## config.mk

```make
export PLATFORM = sky130hd
export DESIGN_NAME = calc_core_flat
export DESIGN_NICKNAME = d
export VERILOG_FILES = /design/src/rtl/calc_if.sv /design/src/rtl/calc_core.sv /design/src/flat_wrapper.sv
export SDC_FILE = /design/constraint.sdc
export NUM_CORES = 1
export LEC_CHECK = 0
export ABC_CLOCK_PERIOD_IN_PS = 2990
export CAP_MARGIN = 15
export CORE_UTILIZATION = 45
export DETAILED_ROUTE_END_ITERATION = 10
export GPL_ROUTABILITY_DRIVEN = 0
export GPL_TIMING_DRIVEN = 0
export HOLD_SLACK_MARGIN = 0.12
export MAX_ROUTING_LAYER = met4
export PLACE_DENSITY = 0.65
export SLEW_MARGIN = 10
export SYNTH_ARGS = -nofsm -noshare
export SYNTH_HDL_FRONTEND = slang
export SYNTH_SLANG_ARGS = --single-unit
```

## constraint.sdc

```tcl
create_clock -name clock_i -period 2.99 [get_ports clock_i]
set_input_delay 0.299 -clock clock_i [delete_from_list [all_inputs] [get_ports clock_i]]
set_output_delay 0.299 -clock clock_i [all_outputs]
set_load 0.1 [all_outputs]
```

## src/rtl/calc_if.sv

```systemverilog
// Request/response bundle between operand capture logic and calc_core.
// The master drives the request; the slave returns status and results.
interface calc_if #(
  parameter int WIDTH = 8
);
  logic             start_i;
  logic [WIDTH-1:0] a_i;
  logic [WIDTH-1:0] b_i;
  logic [1:0]       fct_i;
  logic             busy_o;
  logic             done_o;
  logic [WIDTH-1:0] res_o;
  logic [WIDTH-1:0] rem_o;
  logic             err_o;

  modport master (
    output start_i, a_i, b_i, fct_i,
    input  busy_o, done_o, res_o, rem_o, err_o
  );

  modport slave (
    input  start_i, a_i, b_i, fct_i,
    output busy_o, done_o, res_o, rem_o, err_o
  );
endinterface

```

## src/rtl/calc_core.sv

```systemverilog
// Multi-cycle unsigned arithmetic unit: add, sub, shift-add multiply and
// restoring divide, with registered results and a one-cycle done strobe.
module calc_core #(
  parameter int WIDTH = 8
) (
  input logic  clock_i,
  input logic  reset_i,
  calc_if.slave bus
);
  localparam int CNT_W = $clog2(WIDTH) + 1;

  typedef enum logic [1:0] {IDLE, EXEC, DONE} state_e;
  typedef enum logic [1:0] {FN_ADD, FN_SUB, FN_MUL, FN_DIV} fct_e;

  state_e           state_q;
  fct_e             fct_q;
  logic [CNT_W-1:0] cnt_q;
  logic [WIDTH-1:0] a_q, b_q;
  // hi/lo hold the product halves during mul and remainder/quotient during div.
  logic [WIDTH-1:0] hi_q, lo_q;

  logic [WIDTH:0]   add_sum, sub_dif, mul_sum, div_shift, div_diff;
  logic [WIDTH-1:0] mul_hi, mul_lo, div_hi, div_lo;
  logic             last_iter;

  always_comb begin
    add_sum   = {1'b0, a_q} + {1'b0, b_q};
    sub_dif   = {1'b0, a_q} - {1'b0, b_q};
    mul_sum   = {1'b0, hi_q} + (lo_q[0] ? {1'b0, a_q} : '0);
    mul_hi    = mul_sum[WIDTH:1];
    mul_lo    = {mul_sum[0], lo_q[WIDTH-1:1]};
    div_shift = {hi_q, lo_q[WIDTH-1]};
    div_diff  = div_shift - {1'b0, b_q};
    // A set top bit means the trial subtraction underflowed: restore.
    if (div_diff[WIDTH]) begin
      div_hi = div_shift[WIDTH-1:0];
      div_lo = {lo_q[WIDTH-2:0], 1'b0};
    end else begin
      div_hi = div_diff[WIDTH-1:0];
      div_lo = {lo_q[WIDTH-2:0], 1'b1};
    end
    last_iter = (cnt_q == CNT_W'(WIDTH - 1));
  end

  // NOTE: sequential state uses non-blocking assignments so every register
  // samples pre-edge values, independent of statement order in this block.
  always_ff @(posedge clock_i) begin
    if (reset_i) begin
      state_q    <= IDLE;
      fct_q      <= FN_ADD;
      cnt_q      <= '0;
      a_q        <= '0;
      b_q        <= '0;
      hi_q       <= '0;
      lo_q       <= '0;
      bus.busy_o <= 1'b0;
      bus.done_o <= 1'b0;
      bus.res_o  <= '0;
      bus.rem_o  <= '0;
      bus.err_o  <= 1'b0;
    end else begin
      bus.done_o <= 1'b0;
      unique case (state_q)
        IDLE: begin
          if (bus.start_i) begin
            a_q        <= bus.a_i;
            b_q        <= bus.b_i;
            fct_q      <= fct_e'(bus.fct_i);
            cnt_q      <= '0;
            hi_q       <= '0;
            // Multiplier shifts out of lo for mul; dividend shifts out for div.
            lo_q       <= bus.fct_i[0] ? bus.a_i : bus.b_i;
            bus.busy_o <= 1'b1;
            state_q    <= EXEC;
          end
        end

        EXEC: begin
          unique case (fct_q)
            FN_ADD: begin
              bus.res_o  <= add_sum[WIDTH-1:0];
              bus.rem_o  <= {{(WIDTH-1){1'b0}}, add_sum[WIDTH]};
              bus.err_o  <= 1'b0;
              bus.busy_o <= 1'b0;
              bus.done_o <= 1'b1;
              state_q    <= DONE;
            end
            FN_SUB: begin
              bus.res_o  <= sub_dif[WIDTH-1:0];
              bus.rem_o  <= {{(WIDTH-1){1'b0}}, sub_dif[WIDTH]};
              bus.err_o  <= 1'b0;
              bus.busy_o <= 1'b0;
              bus.done_o <= 1'b1;
              state_q    <= DONE;
            end
            FN_MUL: begin
              hi_q  <= mul_hi;
              lo_q  <= mul_lo;
              cnt_q <= cnt_q + 1'b1;
              if (last_iter) begin
                bus.res_o  <= mul_lo;
                bus.rem_o  <= mul_hi;
                bus.err_o  <= 1'b0;
                bus.busy_o <= 1'b0;
                bus.done_o <= 1'b1;
                state_q    <= DONE;
              end
            end
            FN_DIV: begin
              if (b_q == '0) begin
                bus.res_o  <= '1;
                bus.rem_o  <= a_q;
                bus.err_o  <= 1'b1;
                bus.busy_o <= 1'b0;
                bus.done_o <= 1'b1;
                state_q    <= DONE;
              end else begin
                hi_q  <= div_hi;
                lo_q  <= div_lo;
                cnt_q <= cnt_q + 1'b1;
                if (last_iter) begin
                  bus.res_o  <= div_lo;
                  bus.rem_o  <= div_hi;
                  bus.err_o  <= 1'b0;
                  bus.busy_o <= 1'b0;
                  bus.done_o <= 1'b1;
                  state_q    <= DONE;
                end
              end
            end
            default: state_q <= DONE;
          endcase
        end

        DONE: state_q <= IDLE;

        default: state_q <= IDLE;
      endcase
    end
  end
endmodule
```

## src/flat_wrapper.sv

```systemverilog
// flat-port wrapper written by rule: the top's interface ports become plain ports
module calc_core_flat 
#(
  parameter int WIDTH = 8
)
  (clock_i, reset_i, bus_start_i, bus_a_i, bus_b_i, bus_fct_i, bus_busy_o, bus_done_o, bus_res_o, bus_rem_o, bus_err_o);
  calc_if #(.WIDTH(WIDTH)) bus_i ();
  input logic clock_i;
  input logic reset_i;
  input wire logic [$bits(bus_i.start_i)-1:0] bus_start_i;
  input wire logic [$bits(bus_i.a_i)-1:0] bus_a_i;
  input wire logic [$bits(bus_i.b_i)-1:0] bus_b_i;
  input wire logic [$bits(bus_i.fct_i)-1:0] bus_fct_i;
  output wire logic [$bits(bus_i.busy_o)-1:0] bus_busy_o;
  output wire logic [$bits(bus_i.done_o)-1:0] bus_done_o;
  output wire logic [$bits(bus_i.res_o)-1:0] bus_res_o;
  output wire logic [$bits(bus_i.rem_o)-1:0] bus_rem_o;
  output wire logic [$bits(bus_i.err_o)-1:0] bus_err_o;
  assign bus_i.start_i = bus_start_i;
  assign bus_i.a_i = bus_a_i;
  assign bus_i.b_i = bus_b_i;
  assign bus_i.fct_i = bus_fct_i;
  assign bus_busy_o = bus_i.busy_o;
  assign bus_done_o = bus_i.done_o;
  assign bus_res_o = bus_i.res_o;
  assign bus_rem_o = bus_i.rem_o;
  assign bus_err_o = bus_i.err_o;
  calc_core #(.WIDTH(WIDTH)) u_core (.clock_i(clock_i), .reset_i(reset_i), .bus(bus_i));
endmodule
```

Yosys cells after proc, flatten, opt, wreduce, memory -nomap -nowiden. Index checks and enable logic that the tools add are counted.

Register bits after elaboration: 59. Output and inout port bits: 19. Word-level logic and storage cells: 78.

$add $sub $neg: 5. Equal/unequal tests: 10. Muxes and demuxes: 40. Bitwise gates (word level): 1. Reductions and logical operators: 10.

Operators by type and width (count): 8-bit two-way mux (13); 8-bit case mux with 2 select lines (4); 8-bit case mux with 4 select lines (2); 4-bit case mux with 2 select lines (2); 8-bit by 8-bit adder with 9-bit output (1); 8-bit by 9-bit adder with 9-bit output (1); 1-bit case mux with 3 select lines (3); 8-bit by 8-bit subtractor with 9-bit output (1); 9-bit by 8-bit subtractor with 9-bit output (1); 8-bit zero test (1); 1-bit two-way mux (8); 4-bit two-way mux (2); 2-bit two-way mux (3); 2-bit case mux with 3 select lines (1); 4-bit by 1-bit adder with 4-bit output (second input constant) (1); 2-bit by 1-bit equality test with 1-bit output (second input constant) (2); 2-bit equality test (second input constant) (2); 4-bit by 3-bit equality test with 1-bit output (second input constant) (1); 2-bit zero test (2); 2-bit case mux with 2 select lines (1); 2-bit AND reduction (2); 4-bit AND reduction (1); 2-bit OR reduction (2); 3-bit by 1-bit != test with 1-bit output (second input constant) (1); 8 further kinds (8).

Logic depth before layout (Yosys ltp).
Word-level depth: 5. Depth in mapped cells: 11. Mapped depth without buffers: 10.

Worst setup path before layout. No wires, ideal clock.

Path kind: flip-flop to flip-flop. Start: reg u_core.lo_q[7]. End: reg u_core.bus.rem_o[7]. Data arrival time: 2.408 ns. Required time: 2.915 ns. Path slack: 0.507 ns. Cell stages (with the launch flop): 11. Path buffers: 1. Clock period less this slack: 2.483 ns. Cell sequence: dfxtp_1 inv_1 ha_1 fa_1 nor2b_1 o31ai_2 a2bb2oi_2 xor2_2 buf_6 mux2_2 a31oi_1.

Word-level cells in the longest chain between the ends: 5.

RTL lines: start: declaration (RTL line calc_core.sv:20) `logic [WIDTH-1:0] hi_q, lo_q;`; start signal: assignment (RTL line calc_core.sv:72) `lo_q <= bus.fct_i[0] ? bus.a_i : bus.b_i;`; start signal: assignment (RTL line calc_core.sv:98) `lo_q <= mul_lo;`; start signal: assignment (RTL line calc_core.sv:119) `lo_q <= div_lo;`; 9-bit by 8-bit subtractor with 9-bit output (RTL line calc_core.sv:33) `div_diff = div_shift - {1'b0, b_q};`; 8-bit two-way mux (RTL line calc_core.sv:35) `if (div_diff[WIDTH]) begin`; 8-bit two-way mux (RTL line calc_core.sv:121) `if (last_iter) begin`; 8-bit two-way mux (RTL line calc_core.sv:110) `if (b_q == '0) begin`; 8-bit case mux with 4 select lines (RTL line calc_core.sv:79) `unique case (fct_q)`; end signal: assignment (RTL line calc_core.sv:82) `bus.rem_o <= {{(WIDTH-1){1'b0}}, add_sum[WIDTH]};`; end signal: assignment (RTL line calc_core.sv:112) `bus.rem_o <= a_q;`; end signal: assignment (RTL line calc_core.sv:123) `bus.rem_o <= div_hi;`; end: declaration (RTL line calc_if.sv:23) `output busy_o, done_o, res_o, rem_o, err_o`.

No other way between the ends. The select of a mux whose other input is x is not followed. A chain may end at the register's enable or synchronous reset.

Worst setup path in the final report.
Start: reg u_core.lo_q[7]. End: reg u_core.bus.rem_o[4].

Same word-level chain as after synthesis.

==> summary.txt <==
Run status
  – Run status: finished clean

Drt
  – Antenna violation net count after detailed routing: 0
  – Average routed wire per standard cell: 18.6 um
  – Per-cell via count in the routed design: about 6.0
  – First-pass iteration count of the detailed router: 5
  – Final wirelength: 14300 um
  – Total number of vias: 4620
  – Count of routing violations after the opening detailed-route iteration: 423
  – Number of remaining DRC errors: 0

Die
  – Total Die Area: 0.0105 mm2
  – Initial standard-cell utilization of the core: 0.464
  – Die Y: 102 um
  – Number of standard-cell rows in the floorplan: 36
  – Die outline width: 102 um
  – Number of primary I/O pins: 40
  – Core area: 0.00977 mm2

STA
  – Final setup violating endpoints: 0
  – Worst Max-Slew Pin Slew: 0.966 ns
  – Relative max-transition margin: 0.354
  – Highest achievable clock rate: ~360 MHz
  – Final hold viol count: 0
  – Setup TNS: 0 ns
  – Final critical-path share of the clock period: 0.940
  – Hold Worst Slack: around 0.44 ns
  – Final Max Slew Viols: 0
  – Setup clock skew after layout: 0.0154 ns
  – Period minus WS final: roughly 2.8 ns
  – Unrepaired setup endpoints after global routing: false
  – Crit path setup slack, layout: 0.178 ns

Setup path
  – Critical Path End Type: flip-flop
  – CP Data Arrival Time: 3.02 ns
  – Crit path kind: flip-flop to flip-flop
  – Critical Path Source Type: flip-flop
  – Max FO, Critical Path: 10
  – Required time worst endpoint: 3.20 ns
  – Worst-case register-to-register setup slack: 0.18 ns

Cells and area
  – Number of diodes: 0
  – Multi-input gate area: 0.00310 mm2
  – FF+latch area: 0.00118 mm2
  – Filler cell count: 992
  – Nets: 691
  – Post-route core utilization: 0.539
  – Synth-to-layout area growth: 16.2%
  – Most common cell after layout, fill and taps aside: nand2_1
  – Share of post-route cells with drive strength above 1: 0.0784
  – Commonest cells after routing, fill and taps aside: nand2_1, dfxtp_1, a21oi_1

Synthesis
  – Number of warnings reported in the yosys synthesis log: 0
  – Synth Register Bits: 59
  – Number of instances in the synthesized netlist: between 500 and 600
  – Synth cell types: 71
  – Async S/R FF share, synth: 0
  – Synthesized cell area: between 0.004 and 0.005 mm2
  – Synthesized net count: 640
  – Share of the yosys chip area belonging to registers: 0.260
  – Most used DFF post-synth: dfxtp_1
  – Average cell area after synthesis: 7.79 um2
  – Number of flops mapped to enable cells by yosys: 0

Flow run
  – Number of violations of the max-capacitance limit: 0

Clocking
  – Clock sink total: between 50 and 60
  – Worst-path clk slew: 0.07 ns
  – Resized cells post-CTS: 0
  – Clk_lat worst skew: ~0.35 ns
  – Number of CTS-inserted buffers: 9
  – Post-cts hold buffer count: 0
  – Cell at the root of the clock tree: clkbuf_8
  – Maximum buffer depth of the clock tree: 2
  – Max H-tree Level: 3
  – Clock tree from TritonCTS: yes

Power
  – Leakage power: ~1.9 nW
  – Power Density: approximately 420 mW/mm2
  – Worst vdd rail ir drop: about 0.18 mV

Worst hold path
  – Worst min-delay path class: flip-flop to flip-flop

Global route
  – Remaining global-route overflow: 0
  – Antenna violations before repair: 0
  – Global-route wire length before repair: 22800 um
  – Via count of the first global-routing pass: 4382
  – GRT Overall Usage: 0.297
  – Maximum number of pins on one net before global-route repair: 12

Place
  – HPWL reported at the end of detailed placement: between 10000 and 15000 um
  – Placement-stage worst setup slack: 0.125 ns
  – Number of buffers added on ports: 39
-- final cells by class --
| type | count | area share |
|---|---|---|
| Clock buffer | 10 | 0.0242 |
| Inverter | 29 | 0.0207 |
| Sequential cell | 59 | 0.224 |
| Timing Repair Buffer | 40 | 0.0755 |
| Buffer | 30 | 0.0266 |
| Tap cell | 133 | 0.0316 |
| Multi-Input combinational cell | 464 | 0.589 |
| Clock inverter | 6 | 0.00807 |
-- cells in the mapped netlist, drive strengths merged (8+ instances only) --
| cell | count | area, um2 |
|---|---|---|
| a211oi | 13 | 97.6 |
| nor2 | 44 | 170 |
| a21oi | 51 | 267 |
| inv | 28 | 105 |
| a311oi | 8 | 87.6 |
| ha | 33 | 413 |
| nand3 | 11 | 60.1 |
| nand2 | 85 | 319 |
| nor3 | 16 | 85.1 |
| and2 | 11 | 68.8 |
| buf | 11 | 68.8 |
| dfxtp | 59 | 1180 |
| mux2i | 16 | 160 |
| nor2b | 13 | 81.3 |
| o21ai | 30 | 150 |
| nand2b | 8 | 50.1 |
| a31oi | 9 | 71.3 |
| o21a | 8 | 60.1 |
| clkbuf | 19 | 71.3 |
| xnor2 | 8 | 70.1 |
-- worst max-delay path, stage by stage (launching register included) --
cell and delay [ns]:
dfxtp_1 0.36, inv_1 0.10, ha_1 0.24, fa_1 0.47
nor2b_1 0.21, o31ai_2 0.13, a2bb2oi_2 0.25, xor2_2 0.23
buf_6 0.21, mux2i_1 0.31, o221ai_1 0.17
-- worst paths after layout --
check / from / cells past startpoint / to
worst max-delay path: u_core.lo_q[7] / 10 / u_core.bus.rem_o[4]
worst min-delay path: u_core.bus.res_o[7] / 2 / u_core.bus.res_o[7]
worst max register to register: u_core.lo_q[7] / 10 / u_core.bus.rem_o[4]
worst min register to register: u_core.bus.res_o[7] / 2 / u_core.bus.res_o[7]
-- metrics by stage --
step	std cells	power [mW]	cell area [um2]
after floorplan	582	1.36	4530
after global placement	754	1.54	5090
after detailed placement	754	1.55	5090
after CTS	770	2.19	5260
after global routing	771	2.30	5270
final	771	2.20	5270
-- power breakdown --
group,leakage [nW],internal (mW),total (mW),switching (mW)
Sequential,0.481,0.822,0.874,0.0518
Combinational,1.34,0.252,0.671,0.419
Clock,0.0705,0.299,0.659,0.360
Total,1.89,1.37,2.20,0.831
-- routing by layer --
| layer | global-route usage | part of all wire | up-vias |
|---|---|---|---|
| met5 | - | 0 | - |
| met4 | 0.0791 | 0.015 | 0 |
| met1 | 0.379 | 0.45 | 2193 |
| li1 | - | - | 2212 |
| met2 | 0.485 | 0.47 | 196 |
| met3 | 0.0492 | 0.071 | 19 |
-- cell families after synthesis --
group,count (synthesis),share of synthesized area
compound gates,181,0.274
xor+xnor,14,0.0287
fa+ha+maj,37,0.109
buf+inv,59,0.0549
flops,59,0.260
mux,21,0.0477
simple gates,211,0.225
-- repair_timing --
action                                  CTS  global route
buffers inserted                          0             1
hold endpoints to repair                  0             0
endpoints found under the setup margin    0             3
-- registers in the layout (all words and copies together) (netlist names) --
name	count
u_core.fct_q	2
u_core.cnt_q	4
u_core.bus.busy_o	1
u_core.b_q	8
u_core.bus.err_o	1
u_core.a_q	8
u_core.lo_q	8
u_core.hi_q	8
u_core.bus.done_o	1
u_core.bus.rem_o	8
u_core.state_q	2
u_core.bus.res_o	8
Power figures use the tool's default switching activity.
